$ cat config.mk
export PLATFORM = sky130hd
export DESIGN_NAME = vpu_seq
export DESIGN_NICKNAME = d
export VERILOG_FILES = /design/src/rtl/vpu_seq.sv
export SDC_FILE = /design/constraint.sdc
export NUM_CORES = 1
export LEC_CHECK = 0
export BUFFER_PORTS_ARGS = -buffer_cell sky130_fd_sc_hd__buf_4
export CORE_MARGIN = 2
export CORE_UTILIZATION = 25
export CTS_BUF_LIST = sky130_fd_sc_hd__clkbuf_4 sky130_fd_sc_hd__clkbuf_8
export CTS_CLUSTER_SIZE = 10
export DETAILED_ROUTE_END_ITERATION = 10
export PLACE_DENSITY = 0.53
export SETUP_SLACK_MARGIN = 0.05
export SLEW_MARGIN = 20
export SYNTH_ARGS = -nofsm -noshare
export SYNTH_HDL_FRONTEND = slang
export SYNTH_SLANG_ARGS = --single-unit
$ cat constraint.sdc
create_clock -name clk -period 4.3 [get_ports clk]
set_clock_uncertainty 0.1 [all_clocks]
set_input_delay 0.645 -clock clk [delete_from_list [all_inputs] [get_ports clk]]
set_output_delay 0.645 -clock clk [all_outputs]
set_load 0.005 [all_outputs]
$ cat src/rtl/vpu_seq.sv
// Issue-side sequencer for the VPU ALU op unit: accepts one vector command, streams
// operand pairs into the op unit and returns results on a one-entry valid/ready stream.
module vpu_seq #(
  parameter int DATA_W = 32,
  parameter int OP_W   = 4,
  parameter int LEN_W  = 8
) (
  input  logic              clk,
  input  logic              rst_n,
  input  logic              cmd_valid,
  output logic              cmd_ready,
  input  logic [OP_W-1:0]   cmd_opcode,
  input  logic [LEN_W-1:0]  cmd_len,
  input  logic [DATA_W-1:0] cmd_const,
  input  logic              in_valid,
  output logic              in_ready,
  input  logic [DATA_W-1:0] in_a,
  input  logic [DATA_W-1:0] in_b,
  output logic              op_start,
  output logic [DATA_W-1:0] op_operand0,
  output logic [DATA_W-1:0] op_operand1,
  output logic [OP_W-1:0]   op_opcode,
  input  logic [DATA_W-1:0] op_result,
  output logic              out_valid,
  input  logic              out_ready,
  output logic [DATA_W-1:0] out_data,
  output logic              out_last,
  output logic              busy
);

  localparam logic [1:0] S_IDLE  = 2'd0;
  localparam logic [1:0] S_RUN   = 2'd1;
  localparam logic [1:0] S_DRAIN = 2'd2;

  localparam logic [OP_W-1:0] OPC_MULT_CONST = OP_W'(2);

  logic [1:0]        state_q, state_d;
  logic [LEN_W-1:0]  cnt_q, cnt_d;
  logic [LEN_W-1:0]  len_q, len_d;
  logic [OP_W-1:0]   opcode_q, opcode_d;
  logic [DATA_W-1:0] const_q, const_d;
  logic              out_valid_q, out_valid_d;
  logic [DATA_W-1:0] out_data_q, out_data_d;
  logic              out_last_q, out_last_d;

  logic issue_last;
  logic out_fire;

  // Handshake outputs are gated by rst_n so nothing is offered while reset is held.
  always_comb begin
    cmd_ready   = rst_n && (state_q == S_IDLE);
    in_ready    = rst_n && (state_q == S_RUN) && (!out_valid_q || out_ready);
    op_start    = in_valid && in_ready;
    busy        = rst_n && (state_q != S_IDLE);
    issue_last  = (cnt_q == (len_q - LEN_W'(1)));
    out_fire    = out_valid_q && out_ready;
    op_opcode   = opcode_q;
    op_operand0 = op_start ? in_a : '0;
    op_operand1 = '0;
    if (op_start) begin
      op_operand1 = (opcode_q == OPC_MULT_CONST) ? const_q : in_b;
    end
  end

  always_comb begin
    state_d     = state_q;
    cnt_d       = cnt_q;
    len_d       = len_q;
    opcode_d    = opcode_q;
    const_d     = const_q;
    out_valid_d = out_valid_q;
    out_data_d  = out_data_q;
    out_last_d  = out_last_q;

    if (out_fire) begin
      out_valid_d = 1'b0;
    end

    case (state_q)
      S_IDLE: begin
        if (cmd_valid && cmd_ready) begin
          opcode_d = cmd_opcode;
          len_d    = cmd_len;
          const_d  = cmd_const;
          cnt_d    = '0;
          if (cmd_len != '0) begin
            state_d = S_RUN;
          end
        end
      end
      S_RUN: begin
        // A refill on the same edge as a drain overrides the clear above.
        if (op_start) begin
          out_data_d  = op_result;
          out_valid_d = 1'b1;
          out_last_d  = issue_last;
          cnt_d       = cnt_q + LEN_W'(1);
          if (issue_last) begin
            state_d = S_DRAIN;
          end
        end
      end
      S_DRAIN: begin
        if (out_fire && out_last_q) begin
          state_d = S_IDLE;
        end
      end
      default: state_d = S_IDLE;
    endcase
  end

  always_ff @(posedge clk) begin
    if (!rst_n) begin
      state_q     <= S_IDLE;
      cnt_q       <= '0;
      len_q       <= '0;
      opcode_q    <= '0;
      const_q     <= '0;
      out_valid_q <= 1'b0;
      out_data_q  <= '0;
      out_last_q  <= 1'b0;
    end else begin
      state_q     <= state_d;
      cnt_q       <= cnt_d;
      len_q       <= len_d;
      opcode_q    <= opcode_d;
      const_q     <= const_d;
      out_valid_q <= out_valid_d;
      out_data_q  <= out_data_d;
      out_last_q  <= out_last_d;
    end
  end

  assign out_valid = out_valid_q;
  assign out_data  = out_data_q;
  assign out_last  = out_last_q;

endmodule

Word level (Yosys, flattened, before mapping)
Index checks and enable logic that the tools add are counted.

operators by class
  add/sub/neg operators = 2
  multiply operators = 0
  divide/modulo/power cells = 0
  order comparisons = 0
  equality and inequality tests = 9
  shift-type cells = 0
  multiplexer cells = 15
  bitwise gates (word level) = 0
  reduce and logical (&&, ||, !) cells = 18

operator list
  cell                   number
  $mux W32               3
  $mux W8                2
  $pmux W8 S2            1
  $mux W2                5
  $add A8 B1 Y8 const B  1
  $eq A8 B8 Y1           1
  $logic_and A1 B1 Y1    8
  $reduce_bool A8 Y1     1
  $sub A8 B1 Y8 const B  1
  $ne A2 B2 Y1 const B   3
  $pmux W2 S3            1
  $reduce_and A5 Y1      1
  $eq A4 B2 Y1 const B   1
  $ne A2 B1 Y1 const B   2
  $reduce_and A2 Y1      2
  $reduce_bool A2 Y1     2
  $mux W1                3
  $reduce_and A3 Y1      1
  $eq A2 B1 Y1 const B   1
  $eq A2 B2 Y1 const B   1
  $logic_not A2 Y1       1
  $logic_not A1 Y1       1
  $logic_or A1 B1 Y1     1

storage, ports and cells
  register bits = 88
  bits in latches = 0
  RAM bits = 0
  ROM bits = 0
  input bits = 145
  output and inout bits = 106
  word-level logic and storage cells = 52
  memories = 0

Depth between registers and ports, before layout
Gate-level depths: netlist of the first run.

  depth after elaboration = 6
  mapped depth = 8
  mapped depth without buffers = 7

Least setup slack after synthesis of the first run
Ideal clock, no wire load.

  path kind = input to output
  start = input out_ready
  end = output op_operand1[10]
  arrival = 1.598 ns
  data required time = 3.555 ns
  slack = 1.957 ns
  stages on the path = 5
  path buffers = 2
  cell sequence = nand2b_1 nand4_4 clkbuf_1 clkbuf_1 a21oi_1

on the way
  longest elaborated chain between the ends = 4

RTL lines
  what                 line  source
  from (decl)          25    input logic out_ready,
  $logic_or A1 B1 Y1   52    in_ready = rst_n && (state_q == S_RUN) && (!out_valid_q || out_ready);
  $logic_and A1 B1 Y1  52
  $logic_and A1 B1 Y1  53    op_start = in_valid && in_ready;
  $mux W32             60    if (op_start) begin
  to (decl)            21    output logic [DATA_W-1:0] op_operand1,

Every way passes these cells.

Final worst setup path of the first run
  start = register opcode_q[3] (netlist: op_opcode[3])
  end = output op_operand1[5]

on the way
  longest elaborated chain between the ends = 3

RTL lines
  what                    line  source
  from (decl)             40    logic [OP_W-1:0] opcode_q, opcode_d;
  from (signal assigned)  126   opcode_q <= opcode_d;
  $eq A4 B2 Y1            61    op_operand1 = (opcode_q == OPC_MULT_CONST) ? const_q : in_b;
  $mux W32                61
  $mux W32                60

Every way passes these cells.

==> metrics.md, run 1 <==
| Metric | Value |
|---|---|
| Status | completed |
| Placed insts | 1008 |
| Worst R2R Path Depth | 6 |
| Count leader, synth | nand2_1 |
| Highest-delay cell along the critical path | or4b_2 |
| Hold wc startpoint | out_data[31] |
| DR WL/cell | 13.8 microns |
| Root buffer cell | clkbuf_8 |
| Tightest Hold Check Type | reg -> reg |
| GP Congestion | 0.789 |
| Synthesized net count | 722 |
| Drt total wl | 14.1 mm |
| Final hold viol count | 0 |
| Tightest Pin Transition | 739 ps |
| GR Overflow Total | 0 |
| Largest area contributor in the netlist | dfxtp_1 |
| Setup-failing EPs final | 0 |
| CTS max path bufs | 2 |
| Launching point of the worst reg2reg path | state_q[0] |
| Post-Syn Instances | 575 |
| Synth top area cells | dfxtp_1, nand2_1, a21oi_1 |
| CP arrival | 2240 ps |
| Antenna Nets Post-Route | 0 |
| Row count | 46 |
| Share of the synthesized area in the top cell type | 0.428 |
| Setup TNS | 0 ps |
| CP cell instances | or4b_2 -> nand2_1 -> a21oi_1 -> buf_4 |
| R2r setup slk | 1820 ps |
| RSZ-0062 raised after global routing | false |
| First-pass GRT wire length | 22.2 mm |
| Critical Path Start Type | register |
| Ant. Diodes | 0 |
| Leak pwr | 2.87 nW |
| Clk Latency, worst-skew pair | 380 ps |
| HPWL reported at the end of detailed placement | 10.1 mm |
| Initial antenna violation count | 0 |
| Synth async-reset ratio | 0 |
| Critical Path End Type | output port |
| Mapped Area | 4110 sq um |
| Vias | 4557 |
| Synth cell types | 40 |
| Post-CTS Resized | 0 |
| Finished Layout Cells | 1024 |
| P&R area growth vs syn | 55.1% |
| Die area | 17500 sq um |
| Worst hold stages | 2 |
| All-Layer GR Usage | 0.157 |
| Yosys warns | 0 |
| Worst path max stage delay | 1020 ps |
| Vias in the first global route | 4312 |
| Fmax | 335 MHz |
| Place WS | 1570 ps |
| Fin crit period | 2990 ps |
| Hold endpoint | out_data[31] |
| Crit Path Class | reg -> out |
| Rel. slew slack | 0.507 |
| Top post-synthesis cells by count | nand2_1, a21oi_1, dfxtp_1, and2_1, clkbuf_1 |
| Drt via density | 4.45 |
| Final core utilization | 0.399 |
| Seq/Total Area, Yosys | 0.428 |
| CP max FO | 32 |
| Max VDD drop | 0.000244 V |
| Post-route setup slack | 1310 ps |
| Num CTS Buffers | 9 |
| Number of max-cap violations | 0 |
| Core area | 16000 sq um |
| Slew Limit Fails | 0 |
| Post-route clock period utilization | 0.695 |
| Die Wd | 132 microns |
| Nets | 950 |
| Iter 0 DRT Violations | 152 |
| Clk pin slew, worst setup/hold paths | 90 ps |
| Initial Utilization | 0.257 |
| Port bufs | 250 |
| Main flop type after synthesis | dfxtp_1 |
| Largest net degree at the start of global routing | 69 |
| Synthesis-stage register bit count | 88 |
| Reg-to-reg endpoint | out_last |
| CTS Hold Buffers Added | 0 |
| Share of cells above drive strength 1 | 0.350 |
| EDFF count, synth | 0 |
| Clock tree sinks | 88 |
| CP Data Required Time | 3560 ps |
| Ports | 251 |
| Pwr/cell area | 282 nW/um^2 |
| Fillers | 1736 |
| TritonCTS clock tree | yes |
| 1st-pass router iterations | 5 |
| Die height | 132 microns |
| Syn Area/Cell | 7.15 sq um |
| DRC Markers | 0 |
| H-tree levels | 3 |
| Setup bufs post-CTS | 0 |
==> worst max-delay path: cells and delay by family (launching register included) <==
family,cells,cell delay [ps]
AND/OR/NAND/NOR,2,1230
flip-flops,1,350
buffers and inverters,1,170
AO/OA/AOI/OAI,1,90
==> stage by stage <==
stage,hold WS (ps),total power [W],instance area (sq um)
after floorplan,337,0.00102,4110
after global placement,344,0.00120,6160
after detailed placement,347,0.00120,6160
after CTS,361,0.00183,6380
after global routing,372,0.00190,6380
final,358,0.00180,6380
==> sequential cells by signal, summed over array words and instances (netlist names) <==
signal and count:
cnt_q 8, out_last 1, op_opcode 4, state_q 2, const_q 32, out_valid 1
out_data 32, len_q 8
==> kinds of logic (layout without fill, tap and decap cells) <==
group                    Yosys count  count (layout)  synth area share
AND/OR/NAND/NOR                  295             295             0.317
AO/OA/AOI/OAI                    130             130             0.176
flip-flops                        88              88             0.428
buffers and inverters             47             280            0.0447
XOR/XNOR                          13              13            0.0277
adder cells (fa/ha/maj)            2               2           0.00608
==> area by class of cell <==
cell class              count  area (sq um)  area share
inverters                   6          22.5     0.00353
multi-input cells         440          2170       0.341
flip-flops and latches     88          1760       0.276
clock inverters             5          62.6     0.00981
well taps                 216           270      0.0424
repair buffers            258          1940       0.304
clock buffers              11           151      0.0237
==> power by group <==
part | total, W | internal, W | switching, W
Clock | 0.000620 | 0.000303 | 0.000317
Combinational | 0.000305 | 0.000164 | 0.000141
Sequential | 0.000873 | 0.000849 | 0.0000243
==> how the worst max path moves through the flow <==
stage                       from         endpoint  slack (ps)  cells past startpoint
floorplan              out_ready  op_operand1[10]        1960                      5
global placement       out_ready  op_operand1[28]        1620                      6
detailed placement     out_ready  op_operand1[29]        1570                      6
CTS                 op_opcode[3]   op_operand1[5]        1280                      4
global route          state_q[1]   op_operand1[1]        1130                      5
finish              op_opcode[3]   op_operand1[5]        1310                      4
==> layout by cell type (no fill, tap or decap), types with 4 or more instances in the layout <==
cell | synthesis | final
and2_1 | 34 | 34
xnor2_1 | 5 | 5
buf_4 | 0 | 258
clkbuf_8 | 0 | 11
nand3_1 | 4 | 4
o2111ai_1 | 5 | 5
a21oi_1 | 112 | 112
or4_1 | 5 | 5
inv_1 | 4 | 4
nand2_1 | 223 | 223
nor2_1 | 9 | 9
dfxtp_1 | 88 | 88
xor2_1 | 8 | 8
nor3_1 | 5 | 5
==> routing by layer <==
layer | GRT usage | wire length (microns) | vias to the layer above | share of wire
met1 | 0.193 | 6170 | 2056 | 0.44
met2 | 0.253 | 6580 | 149 | 0.47
met3 | 0.0681 | 1270 | 7 | 0.090
met5 | 0 | 0 | - | 0
met4 | 0.0376 | 95 | 0 | 0.0067
li1 | - | - | 2345 | -
Power figures use the tool's default switching activity.
==> inputs of run 2 (changes only) <==
--- a/config.mk
+++ b/config.mk
@@ -11,7 +11,7 @@
 export CTS_BUF_LIST = sky130_fd_sc_hd__clkbuf_4 sky130_fd_sc_hd__clkbuf_8
 export CTS_CLUSTER_SIZE = 10
 export DETAILED_ROUTE_END_ITERATION = 10
-export PLACE_DENSITY = 0.53
+export PLACE_DENSITY = 0.55
 export SETUP_SLACK_MARGIN = 0.05
 export SLEW_MARGIN = 20
 export SYNTH_ARGS = -nofsm -noshare
==> constraint.sdc (replaced) <==
create_clock -name clk -period 2.6 [get_ports clk]
set_clock_uncertainty 0.1 [all_clocks]
set_input_delay 0.39 -clock clk [delete_from_list [all_inputs] [get_ports clk]]
set_output_delay 0.39 -clock clk [all_outputs]
set_load 0.005 [all_outputs]
==> metrics.md, run 2 (synthesized netlist as in run 1, its figures left out) <==
| Metric | Value |
|---|---|
| All-Layer GR Usage | 0.160 |
| Status | completed |
| Placed insts | 1015 |
| DR WL/cell | 13.7 microns |
| Row count | 46 |
| Initial antenna violation count | 0 |
| Crit Path Class | reg -> out |
| GP Congestion | 0.765 |
| Share of cells above drive strength 1 | 0.356 |
| Clock network fraction of design power | 0.342 |
| Most frequent cells in the layout | buf_4, nand2_1, a21oi_1, dfxtp_1, and2_1 |
| Port bufs | 250 |
| Ports | 251 |
| CP max FO | 32 |
| Drt via density | 4.44 |
| Finished Layout Cells | 1031 |
| Iter 0 DRT Violations | 182 |
| Die Wd | 132 microns |
| Die height | 132 microns |
| HPWL reported at the end of detailed placement | 10.4 mm |
| Tightest Pin Transition | 553 ps |
| Nets | 957 |
| Switching share of power | 0.272 |
| Final core utilization | 0.402 |
| Final Cell Area | 6430 sq um |
| Antenna Nets Post-Route | 0 |
| Number of max-cap violations | 0 |
| CP Data Required Time | 2110 ps |
| Drt total wl | 14.2 mm |
| Share of power burned in registers | 0.485 |
| First-pass GRT wire length | 23.1 mm |
| CP arrival | 1940 ps |
| Worst path max stage delay | 680 ps |
| Setup-failing EPs final | 0 |
| CTS Hold Buffers Added | 0 |
| Switching pwr | 0.000809 W |
| Fmax | 412 MHz |
| Area after DPL | 6220 sq um |
| Post-route clock period utilization | 0.934 |
| Tightest Hold Check Type | in -> reg |
| Clock tree sinks | 88 |
| 1st-pass router iterations | 4 |
| Final hold viol count | 0 |
| Initial Utilization | 0.257 |
| CTS max path bufs | 2 |
| Core area | 16000 sq um |
| TritonCTS clock tree | yes |
| Highest-delay cell along the critical path | or4b_2 |
| Largest net degree at the start of global routing | 50 |
| Ant. Diodes | 0 |
| Rel. slew slack | 0.631 |
| Critical Path Start Type | register |
| DRC Markers | 0 |
| Commonest non-fill, non-tap cell in the layout | buf_4 |
| Max VDD drop | 0.000237 V |
| Clk Latency, worst-skew pair | 370 ps |
| Vias in the first global route | 4525 |
| RSZ-0062 raised after global routing | false |
| Root buffer cell | clkbuf_8 |
| P&R area growth vs syn | 56.4% |
| Leak pwr | 2.91 nW |
| Slew Limit Fails | 0 |
| Total power draw | 0.00297 W |
| Clk pin slew, worst setup/hold paths | 100 ps |
| Pwr/cell area | 462 nW/um^2 |
| Fin crit period | 2430 ps |
| H-tree levels | 3 |
| GR Overflow Total | 0 |
| Setup TNS | 0 ps |
| CP cell instances | or4b_2 -> buf_6 -> nand2_1 -> a21oi_1 -> buf_4 |
| Vias | 4580 |
| Internal | 0.00216 W |
| Combinational power share | 0.173 |
| Num CTS Buffers | 9 |
| Critical Path End Type | output port |
| Die area | 17500 sq um |
==> run 2: cell count changes in the layout (fill, tap and decap cells not counted), sizes merged <==
| cell | delta |
|---|---|
| clkinv | -1 |
| buf | +7 |
| inv | +2 |
| clkbuf | -1 |
==> run 2: worst max-delay path: cells and delay by family, from the launching register on <==
| family | cells | cell delay [ps] |
|---|---|---|
| and+or+nand+nor | 2 | 770 |
| AOI/OAI and AO/OA | 1 | 70 |
| DFF | 1 | 350 |
| buffers and inverters | 2 | 360 |
==> run 2: layer usage <==
| layer | vias up | wire (microns) | track usage |
|---|---|---|---|
| li1 | 2359 | - | - |
| met3 | 12 | 1160 | 0.0615 |
| met5 | - | 0 | 0 |
| met1 | 2071 | 6070 | 0.197 |
| met2 | 138 | 6780 | 0.262 |
| met4 | 0 | 151 | 0.0460 |
==> run 2: through the flow <==
step,hold slack [ps],setup WS (ps)
4_1_cts,125,99.4
3_5_place_dp,348,433
3_3_place_gp,343,463
5_1_grt,125,68.4
6_report,151,173
2_1_floorplan,337,628
==> run 2: power by group through the flow <==
stage / registers [W] / clock network, W / logic [W]
6_report: 0.00144 / 0.00102 / 0.000515
5_1_grt: 0.00145 / 0.00112 / 0.000580
4_1_cts: 0.00144 / 0.00106 / 0.000522
3_5_place_dp: 0.00147 / 0 / 0.000520
3_3_place_gp: 0.00147 / 0 / 0.000520
2_1_floorplan: 0.00147 / 0 / 0.000223
==> run 2: timing repair <==
action,in CTS,in global routing
endpoints found under the hold margin,0,0
setup buffers,0,0
endpoints found under the setup margin,0,51
resized for setup,0,2
==> run 2: layout make-up <==
cell class | instances | area, sq um
Clock buffer | 10 | 138
Clock inverter | 6 | 71.3
Fill cell | 1776 | 9570
Inverter | 6 | 22.5
Multi-Input combinational cell | 440 | 2170
Sequential cell | 88 | 1760
Tap cell | 216 | 270
Timing Repair Buffer | 265 | 2000
==> run 2: final timing paths <==
path,start,endpoint,slack [ps],depth (start not counted)
worst min register to register,const_q[11],const_q[11],360,2
worst max register to register,len_q[0],out_last,540,7
worst max-delay path,op_opcode[3],op_operand1[2],170,5
worst min-delay path,op_result[7],out_data[7],150,3
